==> src/rtl/neopix_bank_ctrl_pkg.sv <==
// neopix_pkg: shared state encoding, sizing helper and frame RAM word layout
// for the neopix bank controller slice.
package neopix_pkg;
    typedef enum logic [1:0] {IDLE, WRITING, PENDING} state_t;
    localparam int NUM_LEDS_DEF = 8;
    localparam int WORD_W = 24;
    localparam int G_LSB  = 16;
    localparam int R_LSB  = 8;
    localparam int B_LSB  = 0;
    localparam int CH_W   = 8;
    function automatic int cnt_w(input int n);
        return $clog2(n) + 1;
    endfunction
endpackage

==> src/rtl/neopix_bank_ctrl_if.sv <==
// neopix_bank_ctrl_if: SPI-writer / serializer side signals of the bank controller.
interface neopix_bank_ctrl_if #(
    parameter int CNT_W = neopix_pkg::cnt_w(neopix_pkg::NUM_LEDS_DEF),
    parameter int OVR_W = 8
);
    logic             wr_frame_start;
    logic             wr_frame_end;
    logic             wr_led_inc;
    logic             disp_latch;
    logic             wr_bank;
    logic             wr_allow;
    logic             rd_bank;
    logic [CNT_W-1:0] rd_count;
    logic             frame_pending;
    logic             swap_pulse;
    logic [OVR_W-1:0] ovr_count;
    modport master (
        output wr_frame_start, wr_frame_end, wr_led_inc, disp_latch,
        input  wr_bank, wr_allow, rd_bank, rd_count, frame_pending, swap_pulse, ovr_count
    );
    modport slave (
        input  wr_frame_start, wr_frame_end, wr_led_inc, disp_latch,
        output wr_bank, wr_allow, rd_bank, rd_count, frame_pending, swap_pulse, ovr_count
    );
endinterface

==> src/rtl/neopix_bank_ctrl_sat_counter.sv <==
// neopix_sat_counter: saturating up-counter with synchronous clear (clear wins over inc).
module neopix_sat_counter #(
    parameter int           W   = 4,
    parameter logic [W-1:0] MAX = '1
) (
    input  logic         clk,
    input  logic         rst,
    input  logic         clr_i,
    input  logic         inc_i,
    output logic [W-1:0] q_o
);
    logic [W-1:0] q_q, q_d;
    always_comb q_d = clr_i ? '0 : (inc_i && q_q != MAX) ? q_q + 1'b1 : q_q;
    always_ff @(posedge clk) q_q <= rst ? '0 : q_d;
    assign q_o = q_q;
endmodule

==> src/rtl/neopix_bank_ctrl.sv <==
// neopix_bank_ctrl: double-buffered LED frame bank scheduler; swaps only in the latch gap.
// Optional idle blanking is built when NEOPIX_BLANK_TIMEOUT_EN is defined.
module neopix_bank_ctrl
    import neopix_pkg::*;
#(
    parameter int NUM_LEDS = NUM_LEDS_DEF,
    parameter int CNT_W    = cnt_w(NUM_LEDS),
    parameter int OVR_W    = 8
`ifdef NEOPIX_BLANK_TIMEOUT_EN
  , parameter int TIMEOUT_CYCLES = 50000000
`endif
) (
    input logic               CLK,
    input logic               RST,
    neopix_bank_ctrl_if.slave bus
);
    state_t           state_q, state_d;
    logic             rd_bank_q, rd_bank_d, wr_bank_q, wr_bank_d, swap_q, swap_d;
    logic [CNT_W-1:0] rd_count_q, rd_count_d, wr_cnt;
    logic [OVR_W-1:0] ovr;
    logic             start, blank;
    assign start = bus.wr_frame_start;
    neopix_sat_counter #(.W(CNT_W), .MAX(CNT_W'(NUM_LEDS))) u_wr_cnt (
        .clk(CLK), .rst(RST), .clr_i(start),
        .inc_i(bus.wr_led_inc && state_q == WRITING), .q_o(wr_cnt)
    );
    neopix_sat_counter #(.W(OVR_W)) u_ovr (
        .clk(CLK), .rst(RST), .clr_i(1'b0),
        .inc_i(start && state_q == PENDING), .q_o(ovr)
    );
`ifdef NEOPIX_BLANK_TIMEOUT_EN
    localparam int TMO_W = $clog2(TIMEOUT_CYCLES + 1);
    logic [TMO_W-1:0] tmo;
    neopix_sat_counter #(.W(TMO_W), .MAX(TMO_W'(TIMEOUT_CYCLES))) u_tmo (
        .clk(CLK), .rst(RST), .clr_i(swap_d), .inc_i(1'b1), .q_o(tmo)
    );
    assign blank = tmo == TMO_W'(TIMEOUT_CYCLES);
`else
    assign blank = 1'b0;
`endif
    always_ff @(posedge CLK) begin
        if (RST) begin
            state_q    <= IDLE;
            rd_bank_q  <= 1'b0;
            wr_bank_q  <= 1'b1;
            rd_count_q <= '0;
            swap_q     <= 1'b0;
        end else begin
            state_q    <= state_d;
            rd_bank_q  <= rd_bank_d;
            wr_bank_q  <= wr_bank_d;
            rd_count_q <= rd_count_d;
            swap_q     <= swap_d;
        end
    end
    // A new start always wins: it restarts, or drops a pending frame before it can swap.
    always_comb begin
        swap_d     = state_q == PENDING && bus.disp_latch && !start;
        state_d    = start ? WRITING
                   : (state_q == WRITING && bus.wr_frame_end) ? PENDING
                   : swap_d ? IDLE : state_q;
        rd_bank_d  = swap_d ? wr_bank_q : rd_bank_q;
        wr_bank_d  = swap_d ? rd_bank_q : wr_bank_q;
        rd_count_d = swap_d ? wr_cnt : rd_count_q;
    end
    assign bus.wr_bank       = wr_bank_q;
    assign bus.rd_bank       = rd_bank_q;
    assign bus.wr_allow      = state_q == WRITING;
    assign bus.frame_pending = state_q == PENDING;
    assign bus.swap_pulse    = swap_q;
    assign bus.rd_count      = blank ? '0 : rd_count_q;
    assign bus.ovr_count     = ovr;
endmodule

==> src/flat_wrapper.sv <==
// flat-port wrapper written by rule: the top's interface ports become plain ports
module neopix_bank_ctrl_flat import neopix_pkg::*;
#(
    parameter int NUM_LEDS = NUM_LEDS_DEF,
    parameter int CNT_W    = cnt_w(NUM_LEDS),
    parameter int OVR_W    = 8

)
  (CLK, RST, bus_wr_frame_start, bus_wr_frame_end, bus_wr_led_inc, bus_disp_latch, bus_wr_bank, bus_wr_allow, bus_rd_bank, bus_rd_count, bus_frame_pending, bus_swap_pulse, bus_ovr_count);
  neopix_bank_ctrl_if #(.CNT_W(CNT_W), .OVR_W(OVR_W)) bus_i ();
  input logic CLK;
  input logic RST;
  input wire logic [$bits(bus_i.wr_frame_start)-1:0] bus_wr_frame_start;
  input wire logic [$bits(bus_i.wr_frame_end)-1:0] bus_wr_frame_end;
  input wire logic [$bits(bus_i.wr_led_inc)-1:0] bus_wr_led_inc;
  input wire logic [$bits(bus_i.disp_latch)-1:0] bus_disp_latch;
  output wire logic [$bits(bus_i.wr_bank)-1:0] bus_wr_bank;
  output wire logic [$bits(bus_i.wr_allow)-1:0] bus_wr_allow;
  output wire logic [$bits(bus_i.rd_bank)-1:0] bus_rd_bank;
  output wire logic [$bits(bus_i.rd_count)-1:0] bus_rd_count;
  output wire logic [$bits(bus_i.frame_pending)-1:0] bus_frame_pending;
  output wire logic [$bits(bus_i.swap_pulse)-1:0] bus_swap_pulse;
  output wire logic [$bits(bus_i.ovr_count)-1:0] bus_ovr_count;
  assign bus_i.wr_frame_start = bus_wr_frame_start;
  assign bus_i.wr_frame_end = bus_wr_frame_end;
  assign bus_i.wr_led_inc = bus_wr_led_inc;
  assign bus_i.disp_latch = bus_disp_latch;
  assign bus_wr_bank = bus_i.wr_bank;
  assign bus_wr_allow = bus_i.wr_allow;
  assign bus_rd_bank = bus_i.rd_bank;
  assign bus_rd_count = bus_i.rd_count;
  assign bus_frame_pending = bus_i.frame_pending;
  assign bus_swap_pulse = bus_i.swap_pulse;
  assign bus_ovr_count = bus_i.ovr_count;
  neopix_bank_ctrl #(.NUM_LEDS(NUM_LEDS), .CNT_W(CNT_W), .OVR_W(OVR_W)) u_core (.CLK(CLK), .RST(RST), .bus(bus_i));
endmodule
==> config.mk <==
export PLATFORM = sky130hd
export DESIGN_NAME = neopix_bank_ctrl_flat
export DESIGN_NICKNAME = d
export VERILOG_FILES = /design/src/rtl/neopix_bank_ctrl_pkg.sv /design/src/rtl/neopix_bank_ctrl_if.sv /design/src/rtl/neopix_bank_ctrl_sat_counter.sv /design/src/rtl/neopix_bank_ctrl.sv /design/src/flat_wrapper.sv
export SDC_FILE = /design/constraint.sdc
export NUM_CORES = 1
export LEC_CHECK = 0
export CELL_PAD_IN_SITES_DETAIL_PLACEMENT = 0
export CELL_PAD_IN_SITES_GLOBAL_PLACEMENT = 2
export CORE_ASPECT_RATIO = 1.25
export CORE_MARGIN = 2
export CORE_UTILIZATION = 28
export CTS_CLUSTER_DIAMETER = 60
export DETAILED_ROUTE_END_ITERATION = 16
export PLACE_DENSITY = 0.82
export SKIP_LAST_GASP = 1
export SYNTH_ARGS = -nofsm -noshare
export SYNTH_HDL_FRONTEND = slang
export SYNTH_SLANG_ARGS = --single-unit
==> constraint.sdc <==
create_clock -name CLK -period 1.7 [get_ports CLK]
set_input_delay 0.34 -clock CLK [delete_from_list [all_inputs] [get_ports CLK]]
set_output_delay 0.34 -clock CLK [all_outputs]
set_load 0.005 [all_outputs]
; ---- Yosys cells after proc, flatten, opt, wreduce, memory -nomap -nowiden
; Index checks and enable logic that the tools add are counted.
[word_totals]
regBits = 21
in_bits = 6
[classes]
add_sub_neg = 2
n_eq_ne = 4
muxes = 3
n_reduce_logical = 11
[op_table]
columns = cell, n
row1 = "adder 8 x 1 -> 8 bit, second input constant", 1
row2 = "inequality test 8 bit, second input constant", 1
row3 = logical AND 1 bit, 7
row4 = "adder 4 x 1 -> 4 bit, second input constant", 1
row5 = two-way mux 2 bit, 2
row6 = "inequality test 4 bit, second input constant", 1
row7 = nonzero test 3 bit, 1
row8 = "== test 2 x 1 -> 1 bit, second input constant", 1
row9 = "== test 2 bit, second input constant", 1
row10 = nonzero test 2 bit, 1
row11 = OR reduction 2 bit, 1
row12 = logical NOT 1 bit, 1
row13 = two-way mux 1 bit, 1

; ---- Longest topological paths before layout
[logic_depth]
word_depth = 6
ltp_mapped = 6
depth_no_buf = 6

; ---- Cells and area by module
; From an unflattened synthesis, not the netlist that was laid out.
[unflattened]
cells_unflattened = 108
area_unflattened_um2 = 999.7
[by_module_without_submodules]
columns = module, n_inst, cells_each, area_each_um2
row1 = neopix_sat_counter at u_core.u_ovr, 1, 47, 435.4
row2 = neopix_bank_ctrl, 1, 37, 360.3
row3 = neopix_sat_counter at u_core.u_wr_cnt, 1, 24, 203.9

; ---- Least setup slack after synthesis
; Ideal clock, no wire load.
[synth_path]
path_kind = flip-flop to flip-flop
from = register u_core.u_ovr.q_q[0] (netlist: u_core.u_ovr.q_o[0])
to = register u_core.u_ovr.q_q[4] (netlist: u_core.u_ovr.q_o[4])
t_arrival_ps = 1289
t_required_ps = 1584
setup_slack_ps = 295
stages_incl_launch_ff = 6
n_path_buf = 0
period_less_slack_ps = 1405
cell_sequence = dfxtp_1 > ha_1 > nand2_1 > a211oi_1 > a21oi_1 > a31o_2
[synth_between]
elab_chain_cells = 2
elab_cells_between_ends = 3
cone_classes = 1 x add/sub / 1 x eq/ne / 1 x reduce/logical
[synth_lines]
columns = item, line
row1 = start: declaration, neopix_bank_ctrl_sat_counter.sv:12  ; logic [W-1:0] q_q, q_d;
row2 = start signal: assignment, neopix_bank_ctrl_sat_counter.sv:14  ; always_ff @(posedge clk) q_q <= rst ? '0 : q_d;
row3 = branches (longest 2 deep; another with adder 8 x 1 -> 8 bit), -
; Several ways; the timed one is not identified.
; A chain may end at the register's enable or synchronous reset.

; ---- Worst setup path in the final report
[layout_path]
from = register u_core.state_q[0]
to = output port bus_wr_allow
[layout_between]
elab_chain_cells = 1
[layout_lines]
columns = item, line
row1 = start: declaration, neopix_bank_ctrl.sv:17  ; state_t state_q, state_d;
row2 = start signal: assignment, neopix_bank_ctrl.sv:49  ; state_q <= state_d;
row3 = == test 2 x 1 -> 1 bit, neopix_bank_ctrl.sv:68  ; assign bus.wr_allow = state_q == WRITING;
row4 = end: declaration, flat_wrapper.sv:18  ; output wire logic [$bits(bus_i.wr_allow)-1:0] bus_wr_allow;
; No other way between the ends.

==> key figures <==
Synthesis
  • Share of the synthesized area in the top cell type: 45.5%
  • Area leader, netlist: dfxtp_1
  • Count leader, synth: dfxtp_1
  • Yosys warns: 0
  • Post-Syn Area: 923 um2
  • Post-synth EDFFs: 0
  • Synth area leaders: dfxtp_1, nor2_1, mux2i_1
  • Top cells by count, synth: dfxtp_1, nor2_1, mux2i_1, nor3_1, a21oi_1
  • Seq/Total Area, Yosys: 45.5%
  • Yosys cell types: 31
  • Mapped Nets: 111
  • Register bit total from synthesis: 21
  • Main flop type after synthesis: dfxtp_1
  • FFs w/ async S/R, synth: 0%
  • Post-synthesis cell count: 102
  • Mean Syn Cell Area: 9.05 um2

Clock tree
  • Cts hold-fix bufs: 0
  • Root Buffer: clkbuf_8
  • H-Tree Depth: 1
  • Skew-Pair Late Insertion Delay: around 0.26 ns
  • CTS tree: yes
  • Total CTS buffers: 3
  • Post-CTS Resized: 4
  • Worst-path clk slew: 0.08 ns
  • Clock sink count: 21
  • Postcts setup bufs: 0
  • CTS max path bufs: 2

Setup path
  • Startpoint types: flop
  • Worst EP arrival: ~1.3 ns
  • R2R depth: 5
  • Worst Path Required: 1.36 ns
  • Worst Path Max Fanout: 5
  • Critical path class: reg -> out
  • Crit end category: output pin

Detailed routing
  • WL per Instance: ~12 um
  • # DRC: 0
  • Via density: ~4.8
  • Drt total wl: 2050 um
  • Via count: 822
  • Antenna Nets Post-Route: 0
  • Total iterations of the first detailed-routing run: 4
  • First DRT Iteration DRCs: 10

Timing
  • Final Hold Violating Endpoints: 0
  • RSZ-0062 raised after global routing: no
  • Final setup fails: 0
  • Actual slew at the worst max-slew pin: 0.366 ns
  • Slew Viols, Final: 0
  • Relative slew slack: 75.3%
  • Maximum clock frequency: 0.610 GHz
  • Fin Setup TNS: 0 ns
  • Final min period: 1.64 ns
  • Final Cycle Share: 96.4%
  • Worst Skew: ~0.0037 ns

Cells and area
  • Share of cells above drive strength 1: 12.8%
  • Layout Utilization: between 40% and 50%
  • Final instance count without filler cells: 170
  • NumNets Final: between 100 and 150
  • Area growth syn-to-layout: 40.8%
  • N_diodes: 0

Run status
  • Status: complete, no violations

Floorplanning
  • Die area: about 0.0038 mm2
  • Die height: 68.2 um
  • I/O pin total: 23
  • Num rows: 23
  • Starting Density: between 20% and 30%
  • CORE AREA: 0.00319 mm2
  • Die width: 55.4 um

GRT
  • First-pass GRT wire length: 3220 um
  • Vias in the first global route: 740
  • Largest net degree at the start of global routing: 12
  • Gr usage total: 10.6%
  • Initial antenna violation count: 0
  • GR Overflow Total: 0

Power
  • Final Total Pwr: 0.889 mW
  • Comb power frac: ~6.6%
  • Clock Power Share: 37.2%
  • Internal Pwr Total: 0.696 mW
  • Switch Pwr: 0.193 mW
  • Worst IR Drop VDD: 453 uV
  • Switching Fraction: 21.7%
  • Seq pwr share: 56.3%
  • LEAKAGE: roughly 0.53 nW
  • Pwr Density: a little under 700 mW/mm2

Place
  • # port buffers: 22
  • Placed cells: 166
  • Detailed Place HPWL: 1560 um
  • RD Place Congestion: ~0.77

Hold path
  • Hold path cells: 2
  • Hold WC Path Type: reg -> reg

Job
  • Max Cap Viol: 0
## final timing paths
kind,startpoint,end,slack [ns]
max,u_core.state_q[0],bus_wr_allow,0.06
min,u_core.bus.rd_count[1],u_core.bus.rd_count[1],0.50
max reg2reg,u_core.u_ovr.q_o[0],u_core.u_ovr.q_o[4],0.20
min reg2reg,u_core.bus.rd_count[1],u_core.bus.rd_count[1],0.50
## power by group through the flow
stage          clock network, mW  registers, mW  logic (mW)
6_report                   0.330          0.500      0.0584
5_1_grt                    0.358          0.501      0.0640
4_1_cts                    0.342          0.501      0.0582
3_5_place_dp                   0          0.512      0.0571
3_3_place_gp                   0          0.512      0.0571
2_1_floorplan                  0          0.511      0.0243
## metrics by stage
step | hold WS [ns] | setup WS (ns) | area (um2)
after floorplan | 0.457 | 0.295 | 923
after global placement | 0.479 | -0.0389 | 1240
after detailed placement | 0.489 | -0.0555 | 1240
after CTS | 0.513 | -0.0198 | 1290
after global routing | 0.538 | 0.0134 | 1300
final | 0.504 | 0.0615 | 1300
## per-layer routing
| metal | part of all wire, % | global-route usage (%) |
|---|---|---|
| met1 | 45 | 11.7 |
| met2 | 51 | 20.2 |
| met3 | 4.5 | 3.02 |
| met4 | 0 | 2.74 |
| met5 | 0 | 0 |
## cell usage in the layout (no fill, tap or decap), types with 2 or more instances in the layout
master           instances
clkbuf_8                 3
inv_1                    3
nor3_1                   6
nand3b_1                 2
xor2_1                   3
clkdlybuf4s50_1         21
buf_4                    8
ha_1                     3
nand4_1                  3
mux2i_1                  7
or2_1                    2
nand2b_1                 2
nand3_1                  4
a21oi_1                  5
dfxtp_1                 19
nor2_1                  20
o21ai_0                  2
## sequential cells by signal (all words and copies together), names as in the netlist
| signal | cells |
|---|---|
| u_core.bus.rd_count | 4 |
| u_core.u_ovr.q_o | 8 |
| u_core.bus.wr_bank | 1 |
| u_core.state_q | 2 |
| u_core.bus.rd_bank | 1 |
| u_core.bus.swap_pulse | 1 |
| u_core.u_wr_cnt.q_o | 4 |
## layout make-up
type	instances	area, um2
Clock buffer	4	45.0
Multi-Input combinational cell	75	489
Sequential cell	21	425
Timing Repair Buffer	30	283
Inverter	3	11.3
Tap cell	37	46.3
Fill cell	324	1890
## critical path, cell delays in order (launching register included)
cell and delay [ns]:
dfxtp_2 0.37, nor2b_4 0.16, clkdlybuf4s50_1 0.51
## logic make-up after synthesis
kind of cell | after synthesis | share of synthesized area [%]
buf+inv | 6 | 2.57
compound gates | 12 | 8.00
xor+xnor | 4 | 3.79
simple gates | 49 | 28.5
fa+ha+maj | 3 | 4.07
mux | 7 | 7.59
flops | 21 | 45.5
Note: power is estimated with default switching activity, not from simulation.
